<file path="src/rtl/line_buffer_ctrl.sv">
// Frame sequencer for line_buffer: streams one IX x IY frame from a synchronous-read
// image memory into line_buffer and counts returned windows until done or drain timeout.
module line_buffer_ctrl #(
  parameter  int unsigned I_F_BW        = 8,
  parameter  int unsigned IX            = 28,
  parameter  int unsigned IY            = 28,
  parameter  int unsigned KX            = 5,
  parameter  int unsigned KY            = 5,
  parameter  int unsigned DRAIN_TIMEOUT = 64,
  localparam int unsigned NPIX          = IX * IY,
  localparam int unsigned NWIN          = (IX - KX + 1) * (IY - KY + 1),
  localparam int unsigned AW            = $clog2(NPIX),
  localparam int unsigned WW            = $clog2(NWIN + 1)
) (
  input  logic              clk,
  input  logic              reset_n,
  input  logic              i_start,
  input  logic              i_stall,
  output logic              o_mem_en,
  output logic [AW-1:0]     o_mem_addr,
  input  logic [I_F_BW-1:0] i_mem_data,
  output logic              o_in_valid,
  output logic [I_F_BW-1:0] o_in_pixel,
  input  logic              i_window_valid,
  output logic              o_busy,
  output logic              o_done,
  output logic              o_error,
  output logic [WW-1:0]     o_win_cnt
);

  localparam int unsigned TW = $clog2(DRAIN_TIMEOUT + 1);

  typedef enum logic [1:0] {
    S_IDLE,
    S_FETCH,
    S_DRAIN
  } state_t;

  state_t        state_q, state_d;
  logic [AW-1:0] addr_q, addr_d;
  logic [WW-1:0] win_q, win_d;
  logic [TW-1:0] tmo_q, tmo_d;
  logic          busy_d, done_d, error_d;
  logic          mem_en_c;
  logic          win_inc_c;

  // Window pulses count only while a frame is in flight; the counter never passes NWIN.
  assign win_inc_c = o_busy && i_window_valid && (win_q != WW'(NWIN));

  // Next-state, counters and pulse generation.
  always_comb begin
    state_d  = state_q;
    addr_d   = addr_q;
    win_d    = win_q;
    tmo_d    = tmo_q;
    busy_d   = o_busy;
    done_d   = 1'b0;
    error_d  = 1'b0;
    mem_en_c = 1'b0;

    if (win_inc_c) begin
      win_d = win_q + WW'(1);
    end

    case (state_q)
      S_IDLE: begin
        if (i_start) begin
          state_d = S_FETCH;
          addr_d  = '0;
          win_d   = '0;
          tmo_d   = '0;
          busy_d  = 1'b1;
        end
      end
      S_FETCH: begin
        if (!i_stall) begin
          mem_en_c = 1'b1;
          if (addr_q == AW'(NPIX - 1)) begin
            state_d = S_DRAIN;
          end else begin
            addr_d = addr_q + AW'(1);
          end
        end
      end
      S_DRAIN: begin
        // The first DRAIN cycle carries the final pixel beat, so the timeout
        // count always starts at that beat.
        tmo_d = tmo_q + TW'(1);
        if (win_d == WW'(NWIN)) begin
          done_d  = 1'b1;
          busy_d  = 1'b0;
          state_d = S_IDLE;
        end else if (tmo_q == TW'(DRAIN_TIMEOUT - 1)) begin
          error_d = 1'b1;
          busy_d  = 1'b0;
          state_d = S_IDLE;
        end
      end
      default: begin
        state_d = S_IDLE;
        busy_d  = 1'b0;
      end
    endcase
  end

  // State and registered outputs.
  always_ff @(posedge clk or negedge reset_n) begin
    if (!reset_n) begin
      state_q    <= S_IDLE;
      addr_q     <= '0;
      win_q      <= '0;
      tmo_q      <= '0;
      o_busy     <= 1'b0;
      o_done     <= 1'b0;
      o_error    <= 1'b0;
      o_in_valid <= 1'b0;
    end else begin
      state_q    <= state_d;
      addr_q     <= addr_d;
      win_q      <= win_d;
      tmo_q      <= tmo_d;
      o_busy     <= busy_d;
      o_done     <= done_d;
      o_error    <= error_d;
      o_in_valid <= mem_en_c;
    end
  end

  // Read enable reacts to stall in the same cycle so no read is issued while paused.
  assign o_mem_en   = mem_en_c;
  assign o_mem_addr = addr_q;
  assign o_win_cnt  = win_q;
  assign o_in_pixel = o_in_valid ? i_mem_data : '0;

endmodule

</file>
<file path="config.mk">
export PLATFORM = sky130hd
export DESIGN_NAME = line_buffer_ctrl
export DESIGN_NICKNAME = d
export VERILOG_FILES = /design/src/rtl/line_buffer_ctrl.sv
export SDC_FILE = /design/constraint.sdc
export NUM_CORES = 1
export LEC_CHECK = 0
export ABC_AREA = 1
export BUFFER_PORTS_ARGS = -buffer_cell sky130_fd_sc_hd__clkbuf_2
export CAP_MARGIN = 20
export CELL_PAD_IN_SITES_DETAIL_PLACEMENT = 0
export CELL_PAD_IN_SITES_GLOBAL_PLACEMENT = 1
export CORE_ASPECT_RATIO = 0.8
export CORE_MARGIN = 3
export CORE_UTILIZATION = 38
export DETAILED_ROUTE_END_ITERATION = 10
export PLACE_DENSITY = 0.76
export SETUP_SLACK_MARGIN = 0.5
export SYNTH_ARGS = -nofsm -noshare
export SYNTH_HDL_FRONTEND = slang
export SYNTH_SLANG_ARGS = --single-unit
export TNS_END_PERCENT = 50
</file>
<file path="constraint.sdc">
create_clock -name clk -period 2.25 [get_ports clk]
set_input_delay 0.45 -clock clk [delete_from_list [all_inputs] [get_ports clk]]
set_output_delay 0.45 -clock clk [all_outputs]
set_load 0.01 [all_outputs]
</file>
==> qor_table.md <==
| Item | Reported | Unit |
|:---|:---|:---|
| Type of the tightest min-delay check | input port to asynchronous set/reset pin | - |
| First-pass GRT wire length | 7010 | um |
| CTS tree | done | - |
| Fraction of layout instances using a drive strength above 1 | 35.1 | % |
| Net count after synthesis | 263 | - |
| Kind of start point of the critical path | flop | - |
| Final std cell area, no fill | 2560 | sq um |
| Maximum frequency from static timing analysis | 0.530 | GHz |
| Top cells by area in the synthesized netlist | sky130_fd_sc_hd__dfrtp_1, sky130_fd_sc_hd__nand2_1, sky130_fd_sc_hd__inv_1, sky130_fd_sc_hd__nor2_1, sky130_fd_sc_hd__nand3_1 | - |
| Power Internal | 1.49 | mW |
| Worst-path cell with the longest stage delay | sky130_fd_sc_hd__dfrtp_2 | - |
| Layout Nets | 335 | - |
| GRT Residual Overflow | 0 | - |
| CP Class | flop to flop | - |
| Number of diodes | 0 | - |
| Status | completed | - |
| Syn Area/Cell | 7.63 | sq um |
| Skew final | 1.61 | ps |
| Top cell type by total area after synthesis | sky130_fd_sc_hd__dfrtp_1 | - |
| Worst-skew pair later-pin latency | 280 | ps |
| Clock tree buffer depth | 2 | - |
| Reg2Reg Capture Point | o_busy$_DFFE_PN0P_ | - |
| Initial antenna violation count | 0 | - |
| Routability congestion estimate | 0.758 | - |
| Number of global-route vias before repair | 1522 | - |
| Net load switching power | 863 | uW |
| Final worst hold slack | 186 | ps |
| Netlist area before placement | 1880 | sq um |
| Detailed-placement wirelength estimate | 3220 | um |
| Post-DR vias/cell | 4.70 | - |
| Cell breakdown of the critical path | inv_2, ha_4, nand2_2, nor2_2, nand3_2, nand2_4, nand2_1, nand2_1, nand2_1, nor2_1, nand3_2, nand2_2, nand2_1, nand2_1, nand2_1 | - |
| Critical path endpoint category | flop | - |
| R2r startpoint | o_win_cnt[0]$_DFF_PN0_ | - |
| Post-layout power | 2.35 | mW |
| Post-route ant nets | 0 | - |
| DRC violations left | 0 | - |
| Starting density of the core | 40.1 | % |
| DRC violation total after the first TritonRoute iteration | 82 | - |
| Register share of total power | 36.5 | % |
| Total Wirelength | 4620 | um |
| Share of the clock period used by the worst path after layout | 83.8 | % |
| Syn-to-layout area delta | 36.5 | % |
| Clock power share | 24.2 | % |
| Top-area cell type share of the netlist area | 44.0 | % |
| Final critical delay including setup and external delays | 1890 | ps |
| Transition time of the tightest slew-check pin | 414 | ps |
| Placed cell areas | 2190 | sq um |
| Leakage | 1.34 | nW |
| Total global routing track utilization | 15.5 | % |
| Synthesized instance count | 246 | - |
| Arr. time, crit path | 2060 | ps |
| Number of max-capacitance violations reported | 0 | - |
| Worst setup slack for register-to-register paths | 360 | ps |
| Number of clock sinks seen by CTS | 33 | - |
| First-pass DRT Iterations | 4 | - |
| Required time of the worst setup path | 2430 | ps |
| Core outline area | 4680 | sq um |
| Number of synthesis warnings | 0 | - |
| Setup repair after global routing missed its margin | yes | - |
| Boundary Pins | 46 | - |
| Max-slew violations | 0 | - |
| Master cell of the clock root buffer | sky130_fd_sc_hd__clkbuf_8 | - |
| Clock transition at path regs | 60 | ps |
| Final hold violation count | 0 | - |
| Total Negative Setup Slacks | 0 | ps |
| Horiz. Die Dim | 84.6 | um |
| Relative slew slack | 72.4 | % |
| Maximum number of pins on one net before global-route repair | 34 | - |
| Part of the Yosys area used for sequential elements | 44.0 | % |
| Port bufs | 45 | - |
| Sw Ratio | 36.7 | % |
| Power density cells | 917 | nW/um^2 |
| Crit Path Max Fanout | 6 | - |
| Worst R2R Path Depth | 15 | - |
| Std cell rows | 22 | - |
| Post-Place Cells | 352 | - |
| Final std cells w/o fill | 379 | - |
| Number of distinct library cells after synthesis | 33 | - |
| Vias | 1780 | - |
| Post-DR wirelength/cell | 12.2 | um |
| Delay of the slowest critical-path stage | 440 | ps |
| Portion of total power attributed to combinational logic | 39.2 | % |
| Count of final setup violators | 0 | - |
| Die Height | 68.9 | um |
| Inserted Clock Buffers | 5 | - |
| Number of synthesized register bits | 33 | - |
| Die Area | 5820 | sq um |
| Most repeated library cell on the critical path | sky130_fd_sc_hd__nand2_1 | - |
| H-Tree Depth | 2 | - |
| Largest vdd supply drop | 481 | uV |
==> Yosys cell counts <==
| cell type | number |
|---|---|
| sky130_fd_sc_hd__nand2_2 | 1 |
| sky130_fd_sc_hd__nand2_1 | 57 |
| sky130_fd_sc_hd__a21oi_1 | 6 |
| sky130_fd_sc_hd__nand3_1 | 14 |
| sky130_fd_sc_hd__nor2_2 | 3 |
| sky130_fd_sc_hd__nor3_2 | 2 |
| sky130_fd_sc_hd__a22o_1 | 1 |
| sky130_fd_sc_hd__and3_1 | 2 |
| sky130_fd_sc_hd__nand4_1 | 3 |
| sky130_fd_sc_hd__xor2_1 | 6 |
| sky130_fd_sc_hd__nor4_1 | 1 |
| sky130_fd_sc_hd__a32o_1 | 1 |
| sky130_fd_sc_hd__o41ai_1 | 1 |
| sky130_fd_sc_hd__o21ai_1 | 3 |
| sky130_fd_sc_hd__inv_1 | 37 |
| sky130_fd_sc_hd__or2_2 | 1 |
| sky130_fd_sc_hd__nor3_1 | 5 |
| sky130_fd_sc_hd__dfrtp_1 | 33 |
| sky130_fd_sc_hd__o22ai_1 | 1 |
| sky130_fd_sc_hd__ha_1 | 4 |
| sky130_fd_sc_hd__nand3b_1 | 1 |
| sky130_fd_sc_hd__xnor2_1 | 3 |
| sky130_fd_sc_hd__o31ai_1 | 3 |
| sky130_fd_sc_hd__o21ai_0 | 9 |
| sky130_fd_sc_hd__buf_2 | 1 |
| sky130_fd_sc_hd__nor2_1 | 36 |
| sky130_fd_sc_hd__inv_2 | 1 |
| sky130_fd_sc_hd__and3b_1 | 1 |
| sky130_fd_sc_hd__clkbuf_1 | 2 |
| sky130_fd_sc_hd__o21ai_2 | 1 |
| sky130_fd_sc_hd__nand3_2 | 4 |
| sky130_fd_sc_hd__and2_1 | 1 |
| sky130_fd_sc_hd__o21ai_4 | 1 |
==> power groups by stage <==
stage	Sequential, mW	Clock [mW]	Combinational (mW)
2_1_floorplan	0.871	0	0.393
3_3_place_gp	0.858	0	0.657
3_5_place_dp	0.858	0	0.652
4_1_cts	0.840	0.589	0.716
5_1_grt	0.880	0.613	1.05
6_report	0.859	0.569	0.922
==> area by class of cell <==
cell class	instances	area, sq um
fillers	448	2120
clock inverters	1	30.0
inverters	38	143
flip-flops and latches	33	830
clock buffers	7	86.3
repair buffers	68	398
well taps	60	75.1
multi-input cells	172	1000
==> critical path, delay by kind of cell (launching register included) <==
family / cells / cell delay, ps
fa+ha+maj: 1 / 130
flops: 1 / 440
buf+inv: 1 / 100
simple gates: 13 / 1120
==> sequential cells by signal, summed over array words and instances, names as in the netlist <==
signal      flops
o_mem_addr     10
o_win_cnt      10
tmo_q           7
state_q         2
o_busy          1
o_done          1
o_error         1
o_in_valid      1
==> cell usage in the layout, fill, tap and decap left out, drive strengths merged <==
master and instances:
o21ai 14, a32o 1, dfrtp 33, nand4 3, a21oi 6, and3 2
nand2 58, nand3b 1, xnor2 3, nor2 39, clkbuf 52, xor2 6
and2 1, a22o 1, or2 1, nor3 7, ha 4, bufinv 1
nor4 1, o31ai 3, nand3 18, inv 38, buf 23, o41ai 1
and3b 1, o22ai 1
==> how the worst max path moves through the flow <==
| stage | start | end | slack, ps | depth (start not counted) |
|---|---|---|---|---|
| CTS | o_win_cnt[0]$_DFF_PN0_ | o_busy$_DFFE_PN0P_ | 450 | 15 |
| global route | o_win_cnt[0]$_DFF_PN0_ | o_busy$_DFFE_PN0P_ | 200 | 15 |
| floorplan | o_win_cnt[0]$_DFF_PN0_ | o_busy$_DFFE_PN0P_ | 550 | 15 |
| finish | o_win_cnt[0]$_DFF_PN0_ | o_busy$_DFFE_PN0P_ | 360 | 15 |
| detailed placement | o_win_cnt[0]$_DFF_PN0_ | o_busy$_DFFE_PN0P_ | 370 | 12 |
| global placement | o_win_cnt[0]$_DFF_PN0_ | o_busy$_DFFE_PN0P_ | 440 | 12 |
==> routing by layer <==
metal | track usage [%] | part of all wire, % | routed length, um
met1 | 21.5 | 49 | 2270
met5 | 0 | 0 | 0
met4 | 6.52 | 1.5 | 68
met3 | 3.56 | 4.0 | 183
met2 | 23.5 | 45 | 2090
==> per-stage QoR <==
step                      worst slack [ps]  util (%)
final                                  363      54.8
after floorplan                        553         -
after global routing                   204      54.8
after CTS                              451      50.5
after detailed placement               375      46.9
after global placement                 442      46.9
==> cell families (layout without fill, tap and decap cells) <==
logic type	Yosys count	in the layout	synth area share, %
AOI/OAI and AO/OA	27	27	9.13
DFF	33	33	44.0
xor gates and xnor gates	9	9	4.20
buffers and inverters	41	114	8.27
adders and majority gates	4	4	2.67
and+or+nand+nor	132	132	31.7
==> repair_timing <==
action / in CTS / in global routing
endpoints found under the setup margin: 4 / 10
buffers inserted: 4 / 15
gates resized for setup: 6 / 24
pin swaps: 5 / 13
hold buffers: 0 / 0
Power figures use the tool's default switching activity.
